**config.mk**
```make
export PLATFORM = sky130hd
export DESIGN_NAME = perf_uart_reporter
export DESIGN_NICKNAME = d
export VERILOG_FILES = /design/src/rtl/perf_uart_reporter.sv
export SDC_FILE = /design/constraint.sdc
export NUM_CORES = 1
export LEC_CHECK = 0
export ABC_AREA = 1
export BUFFER_PORTS_ARGS = -buffer_cell sky130_fd_sc_hd__buf_2
export CAP_MARGIN = 5
export CORE_UTILIZATION = 58
export CTS_BUF_LIST = sky130_fd_sc_hd__clkbuf_2 sky130_fd_sc_hd__clkbuf_4 sky130_fd_sc_hd__clkbuf_8
export DETAILED_ROUTE_END_ITERATION = 8
export GPL_TIMING_DRIVEN = 1
export PLACE_DENSITY = 0.83
export SYNTH_ARGS = -nofsm -noshare
export SYNTH_HDL_FRONTEND = slang
export SYNTH_SLANG_ARGS = --single-unit
```
**constraint.sdc**
```tcl
create_clock -name clk -period 1.8 [get_ports clk]
set_input_delay 0.18 -clock clk [delete_from_list [all_inputs] [get_ports clk]]
set_output_delay 0.18 -clock clk [all_outputs]
set_load 0.03 [all_outputs]
```
**src/rtl/perf_uart_reporter.sv**
```systemverilog
// perf_uart_reporter: on a halt_flag rising edge or a report_req, snapshots the CPU
// status counters and sends them as a frame of UART 8N1 bytes on tx.
// Frame: SYNC_BYTE, cycle_count, instr_count, current_pc (each LSB byte first),
// flags {7'b0, halt}.
// Optional feature macro: CHECKSUM_EN appends the XOR of every byte after SYNC_BYTE.
module perf_uart_reporter #(
    parameter int          CLKS_PER_BIT = 868,
    parameter logic [7:0]  SYNC_BYTE    = 8'hA5
) (
    input  logic        clk,
    input  logic        rst,
    input  logic [31:0] cycle_count,
    input  logic [31:0] instr_count,
    input  logic [31:0] current_pc,
    input  logic        halt_flag,
    input  logic        report_req,
    output logic        tx,
    output logic        busy,
    output logic        done
);

`ifdef CHECKSUM_EN
    localparam int NBYTES = 15;
`else
    localparam int NBYTES = 14;
`endif

    localparam int             BW        = (CLKS_PER_BIT > 1) ? $clog2(CLKS_PER_BIT) : 1;
    localparam logic [BW-1:0]  BAUD_LAST = BW'(CLKS_PER_BIT - 1);
    localparam logic [3:0]     BYTE_LAST = 4'(NBYTES - 1);

    typedef enum logic [1:0] {
        S_IDLE,
        S_START,
        S_DATA,
        S_STOP
    } state_t;

    state_t         state_q, state_d;
    logic [BW-1:0]  baud_q, baud_d;
    logic [2:0]     bit_q, bit_d;
    logic [3:0]     byte_q, byte_d;
    logic           done_q, done_d;
    logic           halt_q;
    logic [31:0]    cyc_q, ins_q, pc_q;
    logic           flag_q;

    logic           trigger;
    logic           bit_end;
    logic           snap;
    logic [7:0]     cur_byte;

    assign trigger = report_req | (halt_flag & ~halt_q);
    assign bit_end = (baud_q == BAUD_LAST);

`ifdef CHECKSUM_EN
    logic [7:0] csum;
    assign csum = cyc_q[7:0] ^ cyc_q[15:8] ^ cyc_q[23:16] ^ cyc_q[31:24]
                ^ ins_q[7:0] ^ ins_q[15:8] ^ ins_q[23:16] ^ ins_q[31:24]
                ^ pc_q[7:0]  ^ pc_q[15:8]  ^ pc_q[23:16]  ^ pc_q[31:24]
                ^ {7'b0, flag_q};
`endif

    // State, counters, halt edge detector and the frame snapshot
    always_ff @(posedge clk) begin
        if (rst) begin
            state_q <= S_IDLE;
            baud_q  <= '0;
            bit_q   <= '0;
            byte_q  <= '0;
            done_q  <= 1'b0;
            halt_q  <= 1'b0;
            cyc_q   <= '0;
            ins_q   <= '0;
            pc_q    <= '0;
            flag_q  <= 1'b0;
        end else begin
            state_q <= state_d;
            baud_q  <= baud_d;
            bit_q   <= bit_d;
            byte_q  <= byte_d;
            done_q  <= done_d;
            halt_q  <= halt_flag;
            if (snap) begin
                cyc_q  <= cycle_count;
                ins_q  <= instr_count;
                pc_q   <= current_pc;
                flag_q <= halt_flag;
            end
        end
    end

    // Next-state logic: bit timing, bit/byte sequencing and snapshot strobe
    always_comb begin
        state_d = state_q;
        baud_d  = baud_q;
        bit_d   = bit_q;
        byte_d  = byte_q;
        done_d  = 1'b0;
        snap    = 1'b0;
        case (state_q)
            S_IDLE: begin
                if (trigger) begin
                    state_d = S_START;
                    baud_d  = '0;
                    bit_d   = '0;
                    byte_d  = '0;
                    snap    = 1'b1;
                end
            end
            S_START: begin
                if (bit_end) begin
                    baud_d  = '0;
                    bit_d   = '0;
                    state_d = S_DATA;
                end else begin
                    baud_d = baud_q + 1'b1;
                end
            end
            S_DATA: begin
                if (bit_end) begin
                    baud_d = '0;
                    if (bit_q == 3'd7) begin
                        state_d = S_STOP;
                    end else begin
                        bit_d = bit_q + 3'd1;
                    end
                end else begin
                    baud_d = baud_q + 1'b1;
                end
            end
            S_STOP: begin
                if (bit_end) begin
                    baud_d = '0;
                    if (byte_q == BYTE_LAST) begin
                        state_d = S_IDLE;
                        done_d  = 1'b1;
                    end else begin
                        state_d = S_START;
                        byte_d  = byte_q + 4'd1;
                    end
                end else begin
                    baud_d = baud_q + 1'b1;
                end
            end
            default: state_d = S_IDLE;
        endcase
    end

    // Byte selector: picks the frame byte addressed by byte_q from the snapshot
    always_comb begin
        cur_byte = 8'h00;
        case (byte_q)
            4'd0:  cur_byte = SYNC_BYTE;
            4'd1:  cur_byte = cyc_q[7:0];
            4'd2:  cur_byte = cyc_q[15:8];
            4'd3:  cur_byte = cyc_q[23:16];
            4'd4:  cur_byte = cyc_q[31:24];
            4'd5:  cur_byte = ins_q[7:0];
            4'd6:  cur_byte = ins_q[15:8];
            4'd7:  cur_byte = ins_q[23:16];
            4'd8:  cur_byte = ins_q[31:24];
            4'd9:  cur_byte = pc_q[7:0];
            4'd10: cur_byte = pc_q[15:8];
            4'd11: cur_byte = pc_q[23:16];
            4'd12: cur_byte = pc_q[31:24];
            4'd13: cur_byte = {7'b0, flag_q};
`ifdef CHECKSUM_EN
            4'd14: cur_byte = csum;
`endif
            default: cur_byte = 8'h00;
        endcase
    end

    // Output decode: line level per state, busy while framing, registered done pulse
    always_comb begin
        tx   = 1'b1;
        busy = (state_q != S_IDLE);
        done = done_q;
        case (state_q)
            S_START: tx = 1'b0;
            S_DATA:  tx = cur_byte[bit_q];
            S_STOP:  tx = 1'b1;
            default: tx = 1'b1;
        endcase
    end

endmodule

```
; Yosys cells after proc, flatten, opt, wreduce, memory -nomap -nowiden
; Index checks and enable logic that the tools add are counted.
; W data, S select, Z words.
[totals]
register_bits = 118
latchBits = 0
mem_bits_rw = 0
romBits = 0
output_inout_bits = 3
wordCells = 80
memories = 0
[op_classes]
addsub = 3
mul = 0
div_mod_pow = 0
order_cmp = 1
eq_ne = 25
shifts = 0
mux = 26
bitwise = 5
n_reduce_logical = 10
[op_table]
columns = op, n
row1 = $pmux W8 S14, 1
row2 = $eq A4 B4 Y1 const B, 6
row3 = $mux W10, 2
row4 = $pmux W10 S2, 1
row5 = $eq A4 B3 Y1 const B, 4
row6 = $ne A2 B2 Y1 const B, 7
row7 = $mux W3, 4
row8 = $mux W4, 3
row9 = $add A10 B1 Y10 const B, 1
row10 = $eq A10 B10 Y1 const B, 1
row11 = $mux W2, 5
row12 = $reduce_and A5 Y1, 2
row13 = $pmux W3 S3, 1
row14 = $eq A4 B2 Y1 const B, 2
row15 = $pmux W2 S4, 1
row16 = $pmux W4 S2, 1
row17 = $reduce_or A3 Y1, 2
row18 = $mux W1, 5
row19 = $add A4 B1 Y4 const B, 1
row20 = $eq A2 B2 Y1 const B, 2
row21 = $eq A4 B1 Y1 const B, 1
row22 = $logic_not A4 Y1, 1
row23 = $lt A3 B4 Y1 const B, 1
row24 = $reduce_and A4 Y1, 1
row25 = 11 further kinds, 14

; Longest topological paths before layout
[depth]
depth_word = 5
mapped_depth = 15
depth_no_buf = 14

; Worst setup path after synthesis
; Ideal clock, no wire load.
[synth_timing]
path_kind = register to output
from = register byte_q[0]
to = output port tx
arrival_time_ns = 1.668
path_slack_ns = -0.048
path_stages_with_launch = 15
path_buffers = 2
cell_sequence = dfxtp_1 inv_1 ha_1 clkbuf_1 buf_2 nand3_1 o21ai_1 inv_1 nand2_1 nor2_1 nand2_1 nand3_1 nand3_1 nand3_1 nand2_1
[synth_between]
elab_chain_cells = 5
[synth_rtl]
columns = element, line
row1 = start: declaration, 42  ; logic [3:0] byte_q, byte_d;
row2 = start signal: assignment, 81  ; byte_q <= byte_d;
row3 = "$eq A4 B4 Y1, or another cell as far along", 153  ; case (byte_q)
row4 = $pmux W8 S14 *, 153
row5 = $bmux W1 S3 *, 182  ; S_DATA: tx = cur_byte[bit_q];
row6 = $mux W1 (implied by the code) *, 182
row7 = $pmux W1 S2 *, 180  ; case (state_q)
row8 = end: declaration, 17  ; output logic tx,
; Every way passes the cells marked *; elsewhere a longest branch is shown, timed or not. The select of a mux whose other input is x is not followed.

; Worst setup path in the final report
; Same ends and word-level chain as after synthesis.

==> results_dict.tcl <==
set metrics [dict create \
    cts_tree "done" \
    io_pins 103 \
    startpoint_type "register" \
    clock_skew_ns 0.00823 \
    netlist_area_mm2 0.00556 \
    cp_slowest_cell "dfxtp_4" \
    fin_tns_setup_ns -0.616 \
    die_w_um 99.9 \
    worstPathRequired_ns 1.62 \
    worstPathArrival_ns 2.24 \
    ys.flop_type "dfxtp_1" \
    grt_pass1_vias 6620 \
    leakage_nw 3.68 \
    hold_viol_final 0 \
    grt_overflow 0 \
    die_h_um 99.9 \
    synth_simple_gate_area_frac 0.349 \
    root_buffer "clkbuf_8" \
    synth_compound_area_frac 0.120 \
    synth_area_leaders "dfxtp_1 43%, nor2_1 15%, o21ai_0 9.0%" \
    setup_viol 1 \
    cp-startpoint "byte_q[0]" \
    avgSynthCellArea_um2 6.78 \
    syn_inst 819 \
    antenna_found_initial 0 \
    rsz0062_at_grt "yes" \
    dpl.hpwl_um 12200 \
    track_usage 0.438 \
    fin_util 0.876 \
    critical_path.max_stage_delay_ns 0.41 \
    die_area_mm2 0.00997 \
    synth_fp_nets 931 \
    yosys-mux-area-fraction 0 \
    finalCriticalPeriod_ns 2.42 \
    viasPerCell 5.81 \
    hold_class "input port to register" \
    drt-wirelength-per-cell_um 18.6 \
    dr.pass1.iters 5 \
    coreArea_mm2 0.00924 \
    clk_pin_slew_ns 0.07 \
    yosys.area.top_type "dfxtp_1" \
    powerDensity_mw_per_mm2 1400 \
    slew_headroom 0.702 \
    crit_chain "inv_4 -> ha_4 -> buf_8 -> nand3_2 -> nor2_1 -> nor2_1 -> nand2_1 -> nor2_1 -> nand2_1 -> nand3_2 -> nand3_2 -> nand3_2 -> nand2_2 -> buf_6" \
    r2r_end "baud_q[9]" \
    gp_congestion 1.02 \
    clkLatencyLatePin_ns 0.44 \
    cts.path.max_buffers 2 \
    synth_top_family_by_area "simple AND/OR/NAND/NOR gates" \
    maxCapViolations 0 \
    nets 1144 \
    syn_to_final_growth_pct 45.8 \
    ys_ff_latch 118 \
    crit_end "tx" \
    synthTopCellsByCount "220 x nor2_1, 118 x dfxtp_1, 116 x nand2_1, 100 x o21ai_0, 61 x nand3_1" \
    crit_fanout 6 \
    critPathMostFrequentCell "nand3_2" \
    diodes 0 \
    fin_crit_sh 1.34 \
    drive_above_1_share 0.240 \
    grt_max_degree 79 \
    antenna_left 0 \
    numCtsBuffers 17 \
    drt-initial-drc-count 722 \
    synth_cell_types 32 \
    worst_pin_slew_ns 0.446 \
    path_class "register to primary output" \
    rows 35 \
    synth_most_common_cell "nor2_1" \
    drcViolationCount 0 \
    fin_ws_ns -0.616 \
    critPathCaptureType "primary output" \
    drt_wl_total_um 21800 \
    synth_edf_count 0 \
    ys_async_sr_fraction 0 \
    drv_slew 0 \
    outcome "finished with violations" \
    htreeDepth 4 \
    rr_startpoint "state_q[0]" \
    ff2ff_path_depth 9 \
    start_util 0.601 \
    regToRegSetupSlack_ns 0.01 \
    synth_xor_area_frac 0.00158 \
    grt_pass1_wl_um 33300 \
    violations "negative setup slack" \
    timing.fmax_ghz 0.414 \
    via_count 6814 \
    synth_top_area_share 0.425 \
    yosysSeqAreaShare 0.425 \
    clock_sinks 118 \
    yosys_warnings 0 \
    synth-adder-area-share 0.0270 \
    io_buffers 102 \
    irDropWorstVdd_v 0.00171 \
    power_mw 11.3 \
]
[worst max-delay path, delay by kind of cell, from the launching register on]
kind	cells	cell delay, ns
buf+inv	3	0.34
flops	1	0.41
fa+ha+maj	1	0.18
simple gates	10	0.87
[where the power goes]
part	switching, mW	internal, mW
Combinational	2.87	1.70
Sequential	0.571	3.36
Clock	1.13	1.71
Total	4.57	6.77
[placed cells by master (no fill, tap or decap), drive strengths merged]
master,Yosys,final
nor4,2,2
nand2,117,117
clkbuf,28,19
a21oi,21,21
ha,12,12
dfxtp,118,118
dlygate4sd3,0,87
buf,20,155
and3,2,2
clkinv,0,5
o31ai,1,1
o21ai,105,105
clkinvlp,0,2
nor3,9,9
a31oi,1,1
inv,56,56
a211oi,2,2
xor2,1,1
or2,1,1
nor2,228,228
nand3,62,62
nand4,28,28
bufinv,0,5
o211ai,1,1
nor3b,4,4
[registers in the layout (all words and copies together) (netlist names)]
name,count
cyc_q,32
ins_q,32
pc_q,32
baud_q,10
byte_q,4
bit_q,3
state_q,2
done,1
flag_q,1
halt_q,1
[area by class of cell]
type                            instances  area, µm²
Clock inverter                         12        201
Clock buffer                           19        262
Inverter                               56        218
Tap cell                              129        161
Timing Repair Buffer                  242       1880
Fill cell                             467       1140
Sequential cell                       118       2370
Multi-Input combinational cell        597       3000
[routing by layer]
layer,vias up,GRT usage,routed length [µm]
met5,-,0,0
met4,0,0.224,963
met3,114,0.109,2040
met2,478,0.738,10500
met1,3135,0.517,8330
li1,3087,-,-
[worst min path at each step]
stage | cells past startpoint | from | slack (ns) | end
floorplan | 2 | halt_flag | 0.30 | halt_q
global placement | 3 | halt_flag | 0.40 | halt_q
CTS | 3 | current_pc[2] | 0.001 | pc_q[2]
finish | 3 | current_pc[2] | 0.01 | pc_q[2]
global route | 3 | current_pc[0] | 0.02 | pc_q[0]
detailed placement | 3 | cycle_count[3] | 0.40 | cyc_q[3]
[per-stage QoR]
stage                     std cells  setup WS [ns]  hold slack, ns  area, µm²
after CTS                      1168         -0.563         0.00108       7920
after detailed placement       1043         -0.377           0.404       6370
final                          1173         -0.616          0.0111       8100
after global placement         1043         -0.414           0.397       6370
after floorplan                 819        0.00796           0.297       5560
after global routing           1173         -0.654          0.0175       8100
[cell families (layout without fill, tap and decap cells)]
logic type / after synthesis / count (layout)
buffers and inverters: 104 / 329
adder cells (fa/ha/maj): 12 / 12
flip-flops: 118 / 118
XOR/XNOR: 1 / 1
AO/OA/AOI/OAI: 131 / 131
AND/OR/NAND/NOR: 453 / 453
[timing repair]
action,4_1_cts,5_1_grt
gates cloned,2,0
setup buffers,5,5
hold endpoints to repair,88,0
resized for setup,43,38
endpoints found under the setup margin,42,116
hold buffers,87,0
pin swaps,19,20
(Power assumes the default switching activity.)
